[src/rtl/regfile_wb.sv]
// picoMIPS register file with one-deep write-back register; R[0] is hard-wired zero.
// Optional operand forwarding from the pending write is enabled by defining REGFILE_FORWARD_EN.
module regfile_wb #(
    parameter int n      = 8,
    parameter int addr_w = 3
) (
    input  logic              clk,
    input  logic              reset,
    input  logic              we,
    input  logic [addr_w-1:0] wa,
    input  logic [n-1:0]      wd,
    input  logic [addr_w-1:0] ra_a,
    input  logic [addr_w-1:0] ra_b,
    output logic [n-1:0]      rd_a,
    output logic [n-1:0]      rd_b,
    output logic [n-1:0]      outport,
    output logic              wb_pending
);

    localparam int unsigned depth = 2 ** addr_w;

    logic [n-1:0]      r [depth];
    logic              p_valid;
    logic [addr_w-1:0] p_addr;
    logic [n-1:0]      p_data;

    // Commit of the old pending write and capture of the new one share an edge,
    // so a same-address pair lands in order with nothing lost.
    always_ff @(posedge clk or posedge reset) begin
        if (reset) begin
            r       <= '{default: '0};
            p_valid <= 1'b0;
            p_addr  <= '0;
            p_data  <= '0;
        end else begin
            if (p_valid && (p_addr != '0))
                r[p_addr] <= p_data;
            p_valid <= we && (wa != '0);
            if (we && (wa != '0)) begin
                p_addr <= wa;
                p_data <= wd;
            end
        end
    end

    always_comb begin
        rd_a = '0;
        if (ra_a != '0) begin
            rd_a = r[ra_a];
`ifdef REGFILE_FORWARD_EN
            if (p_valid && (ra_a == p_addr))
                rd_a = p_data;
`endif
        end
    end

    always_comb begin
        rd_b = '0;
        if (ra_b != '0) begin
            rd_b = r[ra_b];
`ifdef REGFILE_FORWARD_EN
            if (p_valid && (ra_b == p_addr))
                rd_b = p_data;
`endif
        end
    end

    // The output port shows committed state only, never the pending value.
    assign outport    = r[{addr_w{1'b1}}];
    assign wb_pending = p_valid;

endmodule
[config.mk]
export PLATFORM = sky130hd
export DESIGN_NAME = regfile_wb
export DESIGN_NICKNAME = d
export VERILOG_FILES = /design/src/rtl/regfile_wb.sv
export SDC_FILE = /design/constraint.sdc
export NUM_CORES = 1
export LEC_CHECK = 0
export BUFFER_PORTS_ARGS = -buffer_cell sky130_fd_sc_hd__buf_2
export CORE_ASPECT_RATIO = 0.9
export CORE_UTILIZATION = 42
export CTS_BUF_LIST = sky130_fd_sc_hd__clkbuf_8
export DETAILED_ROUTE_END_ITERATION = 8
export PLACE_DENSITY = 0.64
export SLEW_MARGIN = 10
export SYNTH_ARGS = -nofsm -noshare
export SYNTH_HDL_FRONTEND = slang
export SYNTH_SLANG_ARGS = --single-unit
[constraint.sdc]
create_clock -name clk -period 5.5 [get_ports clk]
set_clock_uncertainty 0.2 [all_clocks]
set_input_delay 1.65 -clock clk [delete_from_list [all_inputs] [get_ports clk]]
set_output_delay 1.65 -clock clk [all_outputs]
set_load 0.01 [all_outputs]
==> impl_results.md <==
- Final nets: 320
- Synth top area share: 45.4%
- Most frequent cells after synthesis: dfrtp_1 (68), mux2_2 (64), mux2i_1 (32)
- Fmax: 0.209 GHz
- Clk_lat worst skew: 0.35 ns
- Initial antenna violation count: 0
- Max_cap viols: 0
- Final core occ: 47.9%
- Initial Utilization: 43.5%
- Post-Syn Instances: 267
- TNS Setup: 0 ns
- FF/Latch Area: 1700 um2
- DRC viols: 0
- Outcome: finished, final reports clean
- Multi-input logic area: 1810 um2
- Share of the yosys chip area belonging to registers: 45.4%
- Routed vias: 2,410
- Predominant post-synthesis flop cell: dfrtp_1
- Pre-CTS WS: 0.726 ns
- Placed Instances: 408
- Setup CP Type: input port to output port
- FILL cells: 788
- Final period util: 87.0%
- Core area: 8610 um2
- Final Non-Filler Cells: 424
- Yosys top cell by area: dfrtp_1
- # rows: 32
- Drt total wl: 8490 um
- Power Density: 431 nW/um2
- DRT iter0 DRCs: 100
- Synth Area per Inst: 14.0 um2
- Setup bufs post-CTS: 0
- Relative slew slack: 39.8%
- Diode count: 0
- Hold Buf Count CTS: 0
- Die Span X: 102 um
- Critical path startpoint category: input port
- Unrepaired setup endpoints after global routing: no
- Post-synth EDFFs: 0
- Post-route minimum period: 4.79 ns
- Count leader, synth: dfrtp_1
- FF+latch count, synth: 68
- Layout cell share with drive strength beyond 1: 50.8%
- Min setup slack post-route: 0.713 ns
- First-pass GRT wire length: 13,600 um
- Worst setup EP type: output port
- Fin Hold WS: 0.328 ns
- Distinct cells, synth: 31
- Port Buffers: 44
- Async SR Flop Fraction: 100%
- VDD IR max: 0.000170 V
- Deepest clock path buffer count: 2
- Placed instance area: 3940 um2
- Final hold vios: 0
- Pwr Total: 1.78 mW
- Sink Count: 68
- Mapped cell area: 3740 um2
- WP data required: 3.65 ns
- Number of vias per cell: 5.68
- Post-cts sizing count: 0
- Total CTS buffers: 9
- Worst-path clk slew: 0.07 ns
- Worst Hold Class: flip-flop to flip-flop
- Synth area leaders: dfrtp_1 (45%), mux2_2 (19%), mux2i_1 (8.6%), mux2_4 (6.4%), a221oi_1 (6.3%)
- WL per Instance: 20.0 um
- ANT nets after route: 0
- Synthesized Nets: 287
- Area delta synth->final: 10.1%
- First-pass DRT Iterations: 4
- Setup violations, final: 0
- I/O Pins: 45
- Placer Congestion: 0.781
- Least-Margin Pin Slew: 0.901 ns
- Max FO, Critical Path: 15
- Root buf cell: clkbuf_8
- Leakage dissipation: 1.91 nW
- Largest net degree at the start of global routing: 43
- Htree depth: 3
- Die ar.: 9300 um2
- Max Slew Vio Count: 0
- Congestion Overflow GR: 0
- Total GRT Usage: 20.1%
- Post-DP HPWL: 5640 um
- TritonCTS clock tree: yes
- Height of the die: 91.6 um
- CP arrival: 2.94 ns
- Final instance area: 4120 um2
- Synth Warn #: 0
- Vias in the first global route: 2,378
[report_power, final]
group	leakage [nW]	internal (mW)	switching [mW]
Combinational	0.987	0.333	0.207
Clock	0.106	0.195	0.185
Sequential	0.819	0.688	0.167
Total	1.91	1.22	0.559
[cell families after synthesis]
logic type,share of synthesized area [%]
AND/OR/NAND/NOR,5.01
buffers and inverters,6.45
AO/OA/AOI/OAI,8.89
flip-flops,45.4
multiplexers,34.2
[cell type report]
type	instances	area share [%]
sequential	68	41.3
timing repair buffer	51	6.62
clock inverter	4	0.395
multi-input combinational	167	43.8
tap	119	3.61
inverter	3	0.273
clock buffer	12	4.01
[routing by layer]
| metal | global-route usage, % | wire (um) |
|---|---|---|
| met1 | 29.9 | 4100 |
| met2 | 28.4 | 3810 |
| met3 | 5.70 | 495 |
| met4 | 4.83 | 88 |
| met5 | 0 | 0 |
[cell usage in the layout, fill, tap and decap left out]
cell type  netlist  layout
a211oi_1         1       1
a21oi_1          1       1
a221oi_1        27      27
a221oi_2         2       2
a22o_1           4       4
a31oi_1          1       1
and2_1           2       2
and2b_1          1       1
and2b_2          1       1
and3b_1          1       1
and4bb_1         2       2
buf_2            3      44
buf_4           14       7
clkbuf_8         0      12
clkinv_2         0       1
dfrtp_1         68      68
inv_1            3       5
inv_2            0       1
mux2_2          64      64
mux2_4          16      16
mux2i_1         32      32
nand2_1          1       1
nand2_4          1       1
nand4_2          1       1
nand4b_2         1       1
nand4b_4         2       2
nor2b_1          3       3
nor3_4           1       1
o21ai_0          1       1
o31ai_2          0       1
[worst paths after layout]
check,cells past startpoint,slack (ns),endpoint,startpoint
worst min register to register,1,0.33,r[36],r[36]
worst min-delay path,1,0.33,r[36],r[36]
max in group asynchronous,3,2.91,r[52],reset
worst max-delay path,5,0.71,rd_b[6],ra_b[0]
worst max register to register,2,3.54,r[40],wb_pending
min in group asynchronous,2,1.29,p_data[7],reset
[registers in the layout (all words and copies together) (netlist names)]
name	cells
p_data	8
p_addr	3
wb_pending	1
outport	8
r	48
[critical path, stage by stage]
cell      delay [ns]
buf_2           0.32
and2b_1         0.31
a221oi_1        0.37
a221oi_1        0.11
buf_2           0.18
Power figures use the tool's default switching activity.
